**config.mk**
```make
export PLATFORM = sky130hd
export DESIGN_NAME = branch_ctrl
export DESIGN_NICKNAME = d
export VERILOG_FILES = /design/src/rtl/branch_ctrl.sv
export SDC_FILE = /design/constraint.sdc
export NUM_CORES = 1
export LEC_CHECK = 0
export CORE_AREA = 10 10 139 141
export DETAILED_ROUTE_END_ITERATION = 16
export DIE_AREA = 0 0 149 151
export PLACE_DENSITY_LB_ADDON = 0.3
export SYNTH_ARGS = -nofsm -noshare
export SYNTH_HDL_FRONTEND = slang
export SYNTH_SLANG_ARGS = --single-unit
```
**constraint.sdc**
```tcl
create_clock -name clk -period 3.2 [get_ports clk]
set_input_delay 0.64 -clock clk [delete_from_list [all_inputs] [get_ports clk]]
set_output_delay 0.64 -clock clk [all_outputs]
set_load 0.01 [all_outputs]
```
**src/rtl/branch_ctrl.sv**
```systemverilog
// ID-stage branch sequencer: drives the comparator's operation select and
// operand forward selects, stalls on comparator RAW hazards, issues
// taken/flush, and keeps branch performance counters.
module branch_ctrl #(
    parameter int unsigned CNT_W = 32
) (
    input  logic             clk,
    input  logic             rst_n,
    input  logic             id_branch,
    input  logic [2:0]       id_cmp_sel,
    input  logic [4:0]       id_rs,
    input  logic [4:0]       id_rt,
    input  logic             ex_regwrite,
    input  logic             ex_memread,
    input  logic [4:0]       ex_rd,
    input  logic             mem_regwrite,
    input  logic             mem_memread,
    input  logic [4:0]       mem_rd,
    input  logic             wb_regwrite,
    input  logic [4:0]       wb_rd,
    input  logic             cmp_zero,
    input  logic             flush_in,
    output logic [2:0]       cmp_sel,
    output logic [1:0]       fwd_a,
    output logic [1:0]       fwd_b,
    output logic             stall,
    output logic             br_taken,
    output logic             flush_ifid,
    output logic [CNT_W-1:0] cnt_branch,
    output logic [CNT_W-1:0] cnt_taken,
    output logic [CNT_W-1:0] cnt_stall
);

    localparam int unsigned WCNT_W = 2;
    localparam int unsigned FWD_W  = 2;

    typedef enum logic {
        IDLE  = 1'b0,
        STALL = 1'b1
    } state_t;

    state_t            state, state_nxt;
    logic [WCNT_W-1:0] wcnt, wcnt_nxt;
    logic [WCNT_W-1:0] need;
    logic [FWD_W-1:0]  fwd_a_raw, fwd_b_raw;
    logic              resolve;
    logic              use_b;
    logic              ex_hit, mem_hit;

    // r0 never matches a producer
    function automatic logic dep(input logic [4:0] src, input logic we, input logic [4:0] rd);
        return we && (src != 5'd0) && (src == rd);
    endfunction

    assign cmp_sel = id_cmp_sel;
    assign use_b   = (id_cmp_sel == 3'd4) || (id_cmp_sel == 3'd5);

    // Hazard classification: how many stall cycles the branch in ID needs
    always_comb begin
        ex_hit  = dep(id_rs, ex_regwrite, ex_rd) || (use_b && dep(id_rt, ex_regwrite, ex_rd));
        mem_hit = dep(id_rs, mem_regwrite, mem_rd) || (use_b && dep(id_rt, mem_regwrite, mem_rd));
        need    = '0;
        if (ex_hit && ex_memread)        need = WCNT_W'(2);
        else if (ex_hit)                 need = WCNT_W'(1);
        else if (mem_hit && mem_memread) need = WCNT_W'(1);
    end

    // Operand forward selects; a load in MEM is never forwarded (stall covers it)
    always_comb begin
        fwd_a_raw = '0;
        fwd_b_raw = '0;
        if (dep(id_rs, mem_regwrite, mem_rd) && !mem_memread) fwd_a_raw = FWD_W'(1);
        else if (dep(id_rs, wb_regwrite, wb_rd))             fwd_a_raw = FWD_W'(2);
        if (use_b) begin
            if (dep(id_rt, mem_regwrite, mem_rd) && !mem_memread) fwd_b_raw = FWD_W'(1);
            else if (dep(id_rt, wb_regwrite, wb_rd))             fwd_b_raw = FWD_W'(2);
        end
        fwd_a = rst_n ? fwd_a_raw : '0;
        fwd_b = rst_n ? fwd_b_raw : '0;
    end

    // Next-state and control outputs; wcnt holds extra STALL cycles beyond the first
    always_comb begin
        state_nxt  = state;
        wcnt_nxt   = wcnt;
        stall      = 1'b0;
        resolve    = 1'b0;
        br_taken   = 1'b0;
        flush_ifid = 1'b0;
        unique case (state)
            IDLE: begin
                if (id_branch) begin
                    if (need == '0) begin
                        resolve = 1'b1;
                    end else begin
                        stall = 1'b1;
                        if (need == WCNT_W'(2)) begin
                            state_nxt = STALL;
                            wcnt_nxt  = '0;
                        end
                    end
                end
            end
            STALL: begin
                stall = 1'b1;
                if (wcnt == '0) state_nxt = IDLE;
                else            wcnt_nxt  = wcnt - WCNT_W'(1);
            end
            default: state_nxt = IDLE;
        endcase
        if (flush_in) begin
            state_nxt = IDLE;
            wcnt_nxt  = '0;
            stall     = 1'b0;
            resolve   = 1'b0;
        end
        if (!rst_n) begin
            stall   = 1'b0;
            resolve = 1'b0;
        end
        br_taken   = resolve && cmp_zero;
        flush_ifid = resolve && cmp_zero;
    end

    // State and wait counter
    always_ff @(posedge clk or negedge rst_n) begin
        if (!rst_n) begin
            state <= IDLE;
            wcnt  <= '0;
        end else begin
            state <= state_nxt;
            wcnt  <= wcnt_nxt;
        end
    end

    // Performance counters, wrapping silently
    always_ff @(posedge clk or negedge rst_n) begin
        if (!rst_n) begin
            cnt_branch <= '0;
            cnt_taken  <= '0;
            cnt_stall  <= '0;
        end else begin
            cnt_branch <= cnt_branch + CNT_W'(resolve);
            cnt_taken  <= cnt_taken + CNT_W'(br_taken);
            cnt_stall  <= cnt_stall + CNT_W'(stall);
        end
    end

endmodule
```
# ---- Word-level counts from Yosys, hierarchy flattened
# Index checks and enable logic that the tools add are counted.
dict set report word_totals {
  regBits 99
  in_bits 38
  output_inout_bits 106
  word_cells 83
}
dict set report op_classes {
  add_sub_neg 4
  eq_ne 13
  n_mux 32
  bitwise_logic 1
  n_reduce_logical 28
}
# op count
set op_table {}
lappend op_table {{$add 32x1->32} 3}
lappend op_table {{$eq 5x5->1} 6}
lappend op_table {{$mux 2} 13}
lappend op_table {{$logic_and 1x1->1} 19}
lappend op_table {{$mux 1} 16}
lappend op_table {{$ne 3x3->1 const B} 4}
lappend op_table {{$reduce_bool 5->1} 2}
lappend op_table {{$eq 3x3->1 const B} 2}
lappend op_table {{$logic_not 2->1} 2}
lappend op_table {{$pmux 1 s2} 2}
lappend op_table {{$pmux 2 s2} 1}
lappend op_table {{$reduce_and 4->1} 1}
lappend op_table {{$logic_or 1x1->1} 3}
lappend op_table {{$eq 2x2->1 const B} 1}
lappend op_table {{$sub 2x1->2 const B} 1}
lappend op_table {{$logic_not 1->1} 1}
lappend op_table {{$not 1->1} 1}

# ---- Depth between registers and ports, before layout
# Gate-level depths: netlist (run 1).
dict set report depth {
  word_depth 17
  depth_mapped 13
  ltp_nobuf 12
}

# ---- Worst setup path after synthesis (run 1)
# OpenSTA, ideal clock, no wires.
dict set report synth_timing {
  kind {input-to-reg}
  from {in id_rt[1]}
  to {reg cnt_taken[31]}
  setup_ps 79
  arrival_time_ps 3553
  required_ps 3121
  setup_slack_ps -432
  path_stages 13
  n_path_buf 2
  path_cell_list {or4_1 -> o21ai_2 -> and4b_4 -> o21a_1 -> nor3_1 -> ha_1 -> and4_1 -> clkbuf_1 -> and2_0 -> clkbuf_1 -> nand4b_1 -> nor3_2 -> xor2_1}
}
dict set report synth_via {
  elab_chain_len 17
}
# element line
set synth_rtl {}
lappend synth_rtl {{start: declaration} 12} ;# input logic [4:0] id_rt,
lappend synth_rtl {{$reduce_bool 5->1} 52} ;# return we && (src != 5'd0) && (src == rd);
lappend synth_rtl {{$logic_and 1x1->1 (2 in a row)} 52}
lappend synth_rtl {{$logic_and 1x1->1} 61} ;# mem_hit = dep(id_rs, mem_regwrite, mem_rd) || (use_b && dep(id_rt, mem_regwrite, mem_rd));
lappend synth_rtl {{$logic_or 1x1->1} 61}
lappend synth_rtl {{$logic_and 1x1->1} 65} ;# else if (mem_hit && mem_memread) need = WCNT_W'(1);
lappend synth_rtl {{$mux 1} 65}
lappend synth_rtl {{$mux 1} 64} ;# else if (ex_hit) need = WCNT_W'(1);
lappend synth_rtl {{$mux 2 (*)} 63} ;# if (ex_hit && ex_memread) need = WCNT_W'(2);
lappend synth_rtl {{$logic_not 2->1 (*)} 93} ;# if (need == '0) begin
lappend synth_rtl {{$mux 1 (*)} 93}
lappend synth_rtl {{$mux 1 (*)} 92} ;# if (id_branch) begin
lappend synth_rtl {{$mux 1 (*)} 90} ;# unique case (state)
lappend synth_rtl {{$mux 1 (*)} 111} ;# if (flush_in) begin
lappend synth_rtl {{$mux 1 (*)} 117} ;# if (!rst_n) begin
lappend synth_rtl {{$logic_and 1x1->1 (*)} 121} ;# br_taken = resolve && cmp_zero;
lappend synth_rtl {{named net br_taken} 27} ;# output logic br_taken,
lappend synth_rtl {{$add 32x1->32 (*)} 144} ;# cnt_taken <= cnt_taken + CNT_W'(br_taken);
lappend synth_rtl {{end signal: assignment} 144}
lappend synth_rtl {{end: declaration} 30} ;# output logic [CNT_W-1:0] cnt_taken,
# Mark *: on every way through the listed nets, which the timed path passes. The rest lies on a longest branch.
# A chain may end at the register's enable or synchronous reset.

# ---- Worst setup path after layout (run 1)
dict set report layout_timing {
  from {in id_rt[1]}
  to {reg cnt_branch[26]}
}
dict set report layout_via {
  elab_chain_len 16
}
# element line
set layout_rtl {}
lappend layout_rtl {{$reduce_bool 5->1} 52}
lappend layout_rtl {{$logic_and 1x1->1 (2 in a row)} 52}
lappend layout_rtl {{$logic_and 1x1->1} 61}
lappend layout_rtl {{$logic_or 1x1->1} 61}
lappend layout_rtl {{$logic_and 1x1->1} 65}
lappend layout_rtl {{$mux 1} 65}
lappend layout_rtl {{$mux 1} 64}
lappend layout_rtl {{$mux 2 (*)} 63}
lappend layout_rtl {{$logic_not 2->1 (*)} 93}
lappend layout_rtl {{$mux 1 (*)} 93}
lappend layout_rtl {{$mux 1 (*)} 92}
lappend layout_rtl {{$mux 1 (*)} 90}
lappend layout_rtl {{$mux 1 (*)} 111}
lappend layout_rtl {{$mux 1 (*)} 117}
lappend layout_rtl {{$add 32x1->32 (*)} 143} ;# cnt_branch <= cnt_branch + CNT_W'(resolve);
lappend layout_rtl {{end signal: assignment} 143}
lappend layout_rtl {{end: declaration} 29} ;# output logic [CNT_W-1:0] cnt_branch,
# Every way passes the cells marked *; elsewhere a longest branch is shown, timed or not.

==> flow_summary.json, run 1 <==
{
  "status": "finished clean",
  "cp_max_fo": 4,
  "slew_violations": 0,
  "num_vias": 4044,
  "whs_ns": 0.417,
  "ys_seq_area_share_pct": 50.8,
  "clk_latency_ns": 0.34,
  "grt_pass1_vias": 4226,
  "max_freq_mhz": 313,
  "synth_edf_count": 0,
  "syn_area_sq_um": 4870,
  "postRouteAntennaNets": 0,
  "ir_drop_mv": 0.256,
  "syn_nets": 483,
  "finalCritPeriodShare_pct": 99.7,
  "grt_overflow_total": 0,
  "cts.sinks": 99,
  "ys_dominant_reg_cell": "dfrtp_1",
  "cts_tree": "built",
  "netlist_instances": 438,
  "tightest_slew_ns": 0.778,
  "timing.final.crit_period_ns": 3.19,
  "setup_viol": 0,
  "layout_setup_ws_ns": 0.00940,
  "num-nets-final": 679,
  "drv_cap": 0,
  "portBuffers": 141,
  "area_growth_syn_to_layout_pct": 53.5,
  "fp.coreArea_sq_um": 16500,
  "die_area_sq_um": 22500,
  "grt_max_degree": 61,
  "r2r_start": "state$_DFF_PN0_",
  "place_ws_ns": -0.698,
  "grt.total_usage_pct": 12.3,
  "relSlewSlack_pct": 48.1,
  "die_height_um": 151,
  "grt_pass1_wl_mm": 22.5,
  "avgSynthCellArea_sq_um": 11.1,
  "finalInstanceArea_sq_um": 7480,
  "viasPerCell": 4.71,
  "drive_gt1_share_pct": 20.2,
  "synth_most_common_cell": "dfrtp_1",
  "hpwl_mm": 10.9,
  "ctsLongestPathBuffers": 2,
  "totalWireLength_mm": 14.2,
  "async_flop_share_pct": 100,
  "gp_congestion": 0.863,
  "synth.distinct_cells": 43,
  "synth_top_area_share_pct": 50.8,
  "rows": 47,
  "synth_area_leaders": "dfrtp_1, xnor2_1, xor2_1",
  "end_kind": "flip-flop",
  "grt_setup_unrepaired": "true",
  "tns_ns": 0,
  "r2r_slack_ns": 0.93,
  "htreeDepth": 3,
  "regArea_sq_um": 2480,
  "cts-root-buf": "clkbuf_16",
  "ios": 144,
  "fin_cells": 859,
  "cp_data_arrival_time_ns": 3.41,
  "synth_largest_area_cell": "dfrtp_1",
  "wl_per_cell_um": 16.5,
  "multi_input_area_sq_um": 2570,
  "r2r_end": "cnt_taken[30]$_DFF_PN0_",
  "cts_inserted_buffers": 9,
  "post-place-cells": 834,
  "start_util_pct": 29.6,
  "worst-setup-path-type": "in2reg",
  "fp.dieW_um": 149,
  "first_pass_iters": 4,
  "hold_class": "in2async",
  "drt_first_iter_violations": 115,
  "yosys-top-cells-count": "dfrtp_1, xnor2_1, nand3_1, xor2_1, nand2_1",
  "clock_skew_ns": 0.00929,
  "yosysWarnings": 0,
  "place_area_sq_um": 6910,
  "powerDensity_nw_per_um2": 393,
  "antenna_cells": 0,
  "hold_violations": 0,
  "drc": 0,
  "worst_r2r_path_depth": 8,
  "cp.required_ns": 3.42,
  "crit_start": "id_rt[1]",
  "synth_seq_cells": 99,
  "crit_end": "cnt_branch[26]$_DFF_PN0_",
  "antenna_found_initial": 0,
  "clk_pin_slew_ns": 0.08,
  "start_kind": "primary input",
  "nFillCells": 1557,
  "p_leak_nw": 3.37
}
[cell usage in the layout, fill, tap and decap left out, types with 3 or more instances in the layout]
cell type / synthesis / final
nor2_1: 23 / 20
xor2_1: 46 / 46
dlymetal6s2s_1: 0 / 7
nand2_1: 30 / 29
nand3_1: 46 / 42
dlygate4sd2_1: 0 / 6
nor3_1: 12 / 7
clkdlybuf4s50_1: 0 / 114
buf_6: 1 / 5
clkbuf_2: 0 / 3
nand4_2: 3 / 3
ha_2: 0 / 3
dfrtp_1: 99 / 99
nor3_2: 2 / 5
xnor2_1: 73 / 72
inv_1: 8 / 8
buf_4: 4 / 50
nor4_4: 2 / 7
and4_1: 7 / 5
nand3_2: 0 / 4
nand4_1: 16 / 16
and3_1: 12 / 12
clkbuf_16: 0 / 9
clkdlybuf4s15_1: 0 / 3
[flip-flops by register name, summed over array words and instances (netlist names)]
| register | count |
|---|---|
| cnt_branch | 32 |
| cnt_stall | 32 |
| cnt_taken | 32 |
| wcnt | 2 |
| state | 1 |
[critical path, stage by stage]
cell     delay [ns]
buf_8          0.09
or4_4          0.54
o21ai_4        0.18
and4b_4        0.24
o21a_4         0.24
nor4_4         0.25
ha_2           0.26
ha_4           0.15
nand2_4        0.05
nor2_4         0.12
nor4b_4        0.33
nand4_1        0.16
xnor2_1        0.15
[report_power, final]
group | leakage (nW) | internal, mW | switching, mW | total [mW]
Sequential | 1.36 | 1.31 | 0.0730 | 1.38
Clock | 0.154 | 0.689 | 0.478 | 1.17
Combinational | 1.85 | 0.205 | 0.185 | 0.390
[final cells by class]
class	instances	area share [%]
Inverter	8	0.402
Tap cell	220	3.68
Clock buffer	10	3.06
Multi-Input combinational cell	323	34.4
Timing Repair Buffer	193	24.1
Clock inverter	6	1.19
Sequential cell	99	33.1
[logic make-up (layout without fill, tap and decap cells)]
| kind of cell | count (synthesis) | in the layout | share of synthesized area [%] |
|---|---|---|---|
| flops | 99 | 99 | 50.8 |
| fa+ha+maj | 7 | 7 | 1.80 |
| buf+inv | 16 | 217 | 1.69 |
| simple gates | 183 | 183 | 21.9 |
| compound gates | 13 | 13 | 2.05 |
| xor+xnor | 120 | 120 | 21.7 |
[routing by layer]
layer | GRT usage [%] | routed length [um] | vias to the layer above
met4 | 3.58 | 262 | 0
li1 | - | - | 1916
met1 | 14.6 | 6050 | 2000
met5 | 0 | 0 | -
met2 | 20.5 | 6810 | 109
met3 | 4.59 | 1080 | 19
[through the flow]
step                      utilization, %  total power [mW]
after CTS                           44.6              2.97
after global placement              41.9              1.77
final                               45.4              2.94
after floorplan                        -              1.50
after global routing                45.4              3.07
after detailed placement            41.9              1.78
[timing repair]
item,4_1_cts,5_1_grt
gates resized for setup,63,38
pin swaps,16,22
hold buffers,0,0
setup endpoints to repair,73,45
setup buffers,2,7
[worst min path at each step]
stage,cells after the start,slack [ns],end
after CTS,2,0.43,cnt_taken[4]$_DFF_PN0_
final,2,0.42,cnt_taken[5]$_DFF_PN0_
after floorplan,0,0.34,cnt_branch[0]$_DFF_PN0_
after global placement,1,0.46,cnt_taken[31]$_DFF_PN0_
after detailed placement,1,0.46,cnt_taken[31]$_DFF_PN0_
after global routing,2,0.45,cnt_taken[5]$_DFF_PN0_
No activity file was read; power rests on OpenSTA's default activity.
==> run 2: changes to the inputs <==
--- a/config.mk
+++ b/config.mk
@@ -9,6 +9,7 @@
 export DETAILED_ROUTE_END_ITERATION = 16
 export DIE_AREA = 0 0 149 151
 export PLACE_DENSITY_LB_ADDON = 0.3
+export SETUP_SLACK_MARGIN = 0.02
 export SYNTH_ARGS = -nofsm -noshare
 export SYNTH_HDL_FRONTEND = slang
 export SYNTH_SLANG_ARGS = --single-unit
==> flow_summary.json, run 2 (synthesized netlist as in run 1, its figures left out) <==
{
  "die_height_um": 151,
  "tightest_slew_ns": 0.774,
  "wl_per_cell_um": 16.5,
  "clock_skew_ns": 0.00891,
  "final_common_cell": "clkdlybuf4s50_1",
  "cp.required_ns": 3.42,
  "ir_drop_mv": 0.256,
  "timing.final.crit_period_ns": 3.23,
  "antenna_cells": 0,
  "ios": 144,
  "fp.dieW_um": 149,
  "place_ws_ns": -0.698,
  "htreeDepth": 3,
  "regArea_sq_um": 2480,
  "gp_congestion": 0.863,
  "relSlewSlack_pct": 48.4,
  "grt_pass1_vias": 4251,
  "setup_viol": 2,
  "ctsLongestPathBuffers": 2,
  "clk_latency_ns": 0.34,
  "drv_cap": 0,
  "die_area_sq_um": 22500,
  "postRouteAntennaNets": 0,
  "start_kind": "primary input",
  "final_cell_mix": "clkdlybuf4s50_1, dfrtp_1, xnor2_1",
  "postLayoutCoreUtil_pct": 45.6,
  "cts_inserted_buffers": 9,
  "tns_ns": -0.0464,
  "rows": 47,
  "hold_class": "in2async",
  "multi_input_area_sq_um": 2650,
  "slew_violations": 0,
  "grt_setup_unrepaired": "true",
  "portBuffers": 141,
  "worst-setup-path-type": "in2reg",
  "finalCritPeriodShare_pct": 101,
  "drc": 0,
  "p_leak_nw": 3.38,
  "totalWireLength_mm": 14.2,
  "drt_first_iter_violations": 101,
  "max_freq_mhz": 310,
  "violations": "setup timing",
  "viasPerCell": 4.72,
  "first_pass_iters": 4,
  "cp_max_fo": 4,
  "fin_cells": 860,
  "status": "complete, but fails checks",
  "largestRegisters": "cnt_branch (32), cnt_stall (32), cnt_taken (32)",
  "nFillCells": 1555,
  "powerDensity_nw_per_um2": 392,
  "drive_gt1_share_pct": 22.8,
  "post-place-cells": 834,
  "layout_setup_ws_ns": -0.0271,
  "grt_max_degree": 61,
  "area_growth_syn_to_layout_pct": 54.2,
  "antenna_found_initial": 0,
  "cts_tree": "built",
  "num-nets-final": 680,
  "grt.total_usage_pct": 12.4,
  "cts.sinks": 99,
  "grt_pass1_wl_mm": 22.6,
  "fp.coreArea_sq_um": 16500,
  "grt_overflow_total": 0,
  "cp_data_arrival_time_ns": 3.45,
  "hpwl_mm": 10.9,
  "hold_violations": 0,
  "num_vias": 4063,
  "start_util_pct": 29.6,
  "end_kind": "flip-flop",
  "cts-root-buf": "clkbuf_16",
  "clk_pin_slew_ns": 0.08
}
==> run 2: changes by cell type in the layout (fill, tap and decap cells not counted), sizes merged <==
| cell | change |
|---|---|
| clkdlybuf4s15 | -3 |
| clkbuf | +6 |
| dlymetal6s2s | -3 |
| dlygate4sd2 | +1 |
| buf | +3 |
| clkdlybuf4s50 | -3 |
==> run 2: metal layers <==
| layer | share of wire (%) | track usage, % |
|---|---|---|
| met5 | 0 | 0 |
| met1 | 42 | 14.6 |
| met3 | 7.9 | 4.62 |
| met2 | 48 | 20.7 |
| met4 | 1.5 | 3.68 |
==> run 2: layout make-up <==
class                           instances  area share [%]
Multi-Input combinational cell        323            35.2
Timing Repair Buffer                  194            23.5
Sequential cell                        99            33.0
Inverter                                8           0.400
Tap cell                              220            3.66
Clock inverter                          6            1.18
Clock buffer                           10            3.05
==> run 2: final timing paths <==
path	from	end	slack, ns	cells after the start
min in group clk	cnt_taken[31]$_DFF_PN0_	cnt_taken[31]$_DFF_PN0_	0.47	1
setup reg to reg	state$_DFF_PN0_	cnt_taken[31]$_DFF_PN0_	0.98	8
hold reg to reg	cnt_taken[31]$_DFF_PN0_	cnt_taken[31]$_DFF_PN0_	0.47	1
hold / removal	rst_n	cnt_taken[5]$_DFF_PN0_	0.42	2
setup / recovery	id_rt[1]	cnt_branch[26]$_DFF_PN0_	-0.03	13
max in group asynchronous	rst_n	cnt_stall[0]$_DFF_PN0_	1.56	3
==> run 2: metrics by stage <==
stage	power, mW	area, sq um	hold slack, ns
6_report	2.94	7510	0.415
5_1_grt	3.08	7510	0.454
4_1_cts	2.97	7380	0.431
3_5_place_dp	1.78	6910	0.459
3_3_place_gp	1.77	6910	0.457
2_1_floorplan	1.50	4960	0.344
==> run 2: power breakdown <==
part           internal, mW  leakage, nW  switching, mW
combinational         0.206         1.87          0.190
clock                 0.689        0.154          0.477
sequential             1.31         1.36         0.0743
total                  2.20         3.38          0.741
==> run 2: what timing repair did <==
| item | 4_1_cts | 5_1_grt |
|---|---|---|
| setup buffers | 6 | 4 |
| hold buffers | 0 | 0 |
| cloned | 0 | 0 |
| gates resized for setup | 75 | 56 |
| endpoints found under the setup margin | 76 | 42 |
| pin swaps | 21 | 41 |
==> run 2: critical path, cell delays in order <==
cell and delay (ns):
buf_8 0.10, or4_4 0.54, o21ai_4 0.19, and4b_4 0.24, o21a_4 0.23, nor4_4 0.26
ha_2 0.27, ha_4 0.16, nand2_4 0.05, nor2_4 0.12, nor4b_4 0.33, nand4_1 0.16
xnor2_1 0.15
==> run 3: changes to the inputs <==
--- a/config.mk
+++ b/config.mk
@@ -5,9 +5,10 @@
 export SDC_FILE = /design/constraint.sdc
 export NUM_CORES = 1
 export LEC_CHECK = 0
-export CORE_AREA = 10 10 139 141
+export CORE_AREA = 10 10 119 121
 export DETAILED_ROUTE_END_ITERATION = 16
-export DIE_AREA = 0 0 149 151
+export DIE_AREA = 0 0 129 131
+export GPL_TIMING_DRIVEN = 0
 export PLACE_DENSITY_LB_ADDON = 0.3
 export SETUP_SLACK_MARGIN = 0.02
 export SYNTH_ARGS = -nofsm -noshare
==> constraint.sdc (replaced) <==
create_clock -name clk -period 3.2 [get_ports clk]
set_input_delay 0.64 -clock clk [delete_from_list [all_inputs] [get_ports clk]]
set_output_delay 0.64 -clock clk [all_outputs]
set_load 0.02 [all_outputs]
==> flow_summary.json, run 3 (synthesized netlist as in run 1, its figures left out) <==
{
  "status": "complete, but fails checks",
  "violations": "setup timing",
  "cp_data_arrival_time_ns": 3.51,
  "r2r_end": "cnt_branch[27]$_DFF_PN0_",
  "totalWireLength_mm": 13.4,
  "grt_pass1_vias": 4283,
  "postRouteAntennaNets": 0,
  "worst_r2r_path_depth": 5,
  "fp.dieW_um": 129,
  "rows": 40,
  "crit_end": "cnt_taken[27]$_DFF_PN0_",
  "worst-setup-path-type": "in2reg",
  "ctsHoldBuffers": 0,
  "drc": 0,
  "die_area_sq_um": 16900,
  "powerDensity_nw_per_um2": 395,
  "postLayoutCoreUtil_pct": 62.4,
  "ctsLongestPathBuffers": 2,
  "crit_start": "id_rt[3]",
  "nFillCells": 950,
  "drive_gt1_share_pct": 20.1,
  "clock_skew_ns": 0.00709,
  "whs_ns": 0.210,
  "timing.final.crit_period_ns": 3.28,
  "busiest_layer": "met2",
  "grt.total_usage_pct": 16.0,
  "p_leak_nw": 3.37,
  "first_pass_iters": 4,
  "hold_violations": 0,
  "clk_latency_ns": 0.34,
  "slew_violations": 0,
  "cts_inserted_buffers": 9,
  "grt_util_met3_pct": 6.24,
  "relSlewSlack_pct": 56.1,
  "largestRegisters": "cnt_branch (32), cnt_stall (32), cnt_taken (32)",
  "cp_max_fo": 3,
  "htreeDepth": 3,
  "grt_overflow_total": 0,
  "start_util_pct": 41.3,
  "cp.required_ns": 3.43,
  "tightest_slew_ns": 0.652,
  "end_kind": "flip-flop",
  "r2r_slack_ns": 0.81,
  "cts.sinks": 99,
  "cts-root-buf": "clkbuf_16",
  "wl_per_cell_um": 17.4,
  "ios": 144,
  "num-nets-final": 662,
  "fp.coreArea_sq_um": 11800,
  "viasPerCell": 5.13,
  "max_freq_mhz": 305,
  "hold_class": "in2async",
  "grt_setup_unrepaired": "true",
  "grt_pass1_wl_mm": 21.7,
  "clk_pin_slew_ns": 0.07,
  "grt.met2_usage_pct": 26.3,
  "die_height_um": 131,
  "multi_input_area_sq_um": 2680,
  "area_growth_syn_to_layout_pct": 51.4,
  "layout_setup_ws_ns": -0.0825,
  "ir_drop_mv": 0.260,
  "fin_cells": 768,
  "antenna_cells": 0,
  "gp_congestion": 0.848,
  "r2r_start": "cnt_branch[6]$_DFF_PN0_",
  "num_vias": 3937,
  "final_cell_mix": "clkdlybuf4s50_1, dfrtp_1, xnor2_1",
  "antenna_found_initial": 0,
  "finalCritPeriodShare_pct": 103,
  "cts_tree": "built",
  "post-place-cells": 728,
  "setup_viol": 7,
  "drt_first_iter_violations": 253,
  "drv_cap": 0,
  "portBuffers": 142,
  "grt_max_degree": 63,
  "use_met1_pct": 18.2,
  "start_kind": "primary input",
  "regArea_sq_um": 2480,
  "hpwl_mm": 10.0,
  "final_common_cell": "clkdlybuf4s50_1"
}
run 3: changes by cell type in the layout (fill, tap and decap cells not counted), sizes merged:
cell          before  now
bufinv             2    1
buf               61   45
clkinv             2    0
dlygate4sd2        7   10
clkbuf            19   13
dlymetal6s2s       4    7
run 3: stage by stage:
| step | setup slack, ns | setup TNS [ns] | instance area (sq um) | total power, mW |
|---|---|---|---|---|
| 2_1_floorplan | -0.144 | -1.12 | 4980 | 1.54 |
| 3_3_place_gp | -3.66 | -558.87 | 6590 | 1.78 |
| 3_5_place_dp | -1.08 | -62.00 | 6610 | 1.80 |
| 4_1_cts | -0.0591 | -0.260 | 7190 | 2.92 |
| 5_1_grt | -0.172 | -2.18 | 7370 | 3.04 |
| 6_report | -0.0825 | -0.269 | 7370 | 2.91 |
run 3: cell type report:
cell class | count | share of cell area [%]
plain buffers | 6 | 0.763
repair buffers | 170 | 22.3
multi-input cells | 323 | 36.4
well taps | 147 | 2.49
flip-flops and latches | 99 | 33.6
clock inverters | 3 | 0.628
clock buffers | 12 | 3.48
inverters | 8 | 0.407
run 3: repair_timing:
item                                    4_1_cts  5_1_grt
endpoints found under the setup margin       84       58
endpoints found under the hold margin         0        0
pin swaps                                    29       30
gates resized for setup                      96       42
buffers inserted                             18        9
run 3: worst min path at each step:
stage / start / endpoint / slack [ns] / cells past startpoint
3_3_place_gp: cnt_taken[31]$_DFF_PN0_ / cnt_taken[31]$_DFF_PN0_ / 0.46 / 1
5_1_grt: rst_n / cnt_branch[31]$_DFF_PN0_ / 0.23 / 1
2_1_floorplan: rst_n / cnt_branch[0]$_DFF_PN0_ / 0.34 / 0
6_report: rst_n / cnt_branch[30]$_DFF_PN0_ / 0.21 / 1
4_1_cts: rst_n / cnt_branch[29]$_DFF_PN0_ / 0.30 / 1
3_5_place_dp: cnt_taken[31]$_DFF_PN0_ / cnt_taken[31]$_DFF_PN0_ / 0.47 / 1
run 3: worst max-delay path, stage by stage:
cell      delay, ns
buf_8          0.09
or4_4          0.54
o21ai_4        0.21
buf_6          0.12
nor4_4         0.04
o21a_2         0.23
buf_4          0.14
nor3_4         0.22
ha_2           0.23
buf_4          0.10
and4_4         0.20
and2_4         0.15
nand4b_1       0.22
buf_4          0.24
xnor2_2        0.12
run 3: per-layer routing:
metal,vias to the layer above,wire length [um]
met4,0,299
met1,1923,5380
met2,120,6610
met5,-,0
met3,23,1110
li1,1871,-
run 3: power by group:
group / total [mW] / internal [mW] / switching [mW] / leakage [nW]
Clock: 1.11 / 0.648 / 0.460 / 0.145
Combinational: 0.420 / 0.205 / 0.215 / 1.86
Sequential: 1.38 / 1.31 / 0.0761 / 1.36
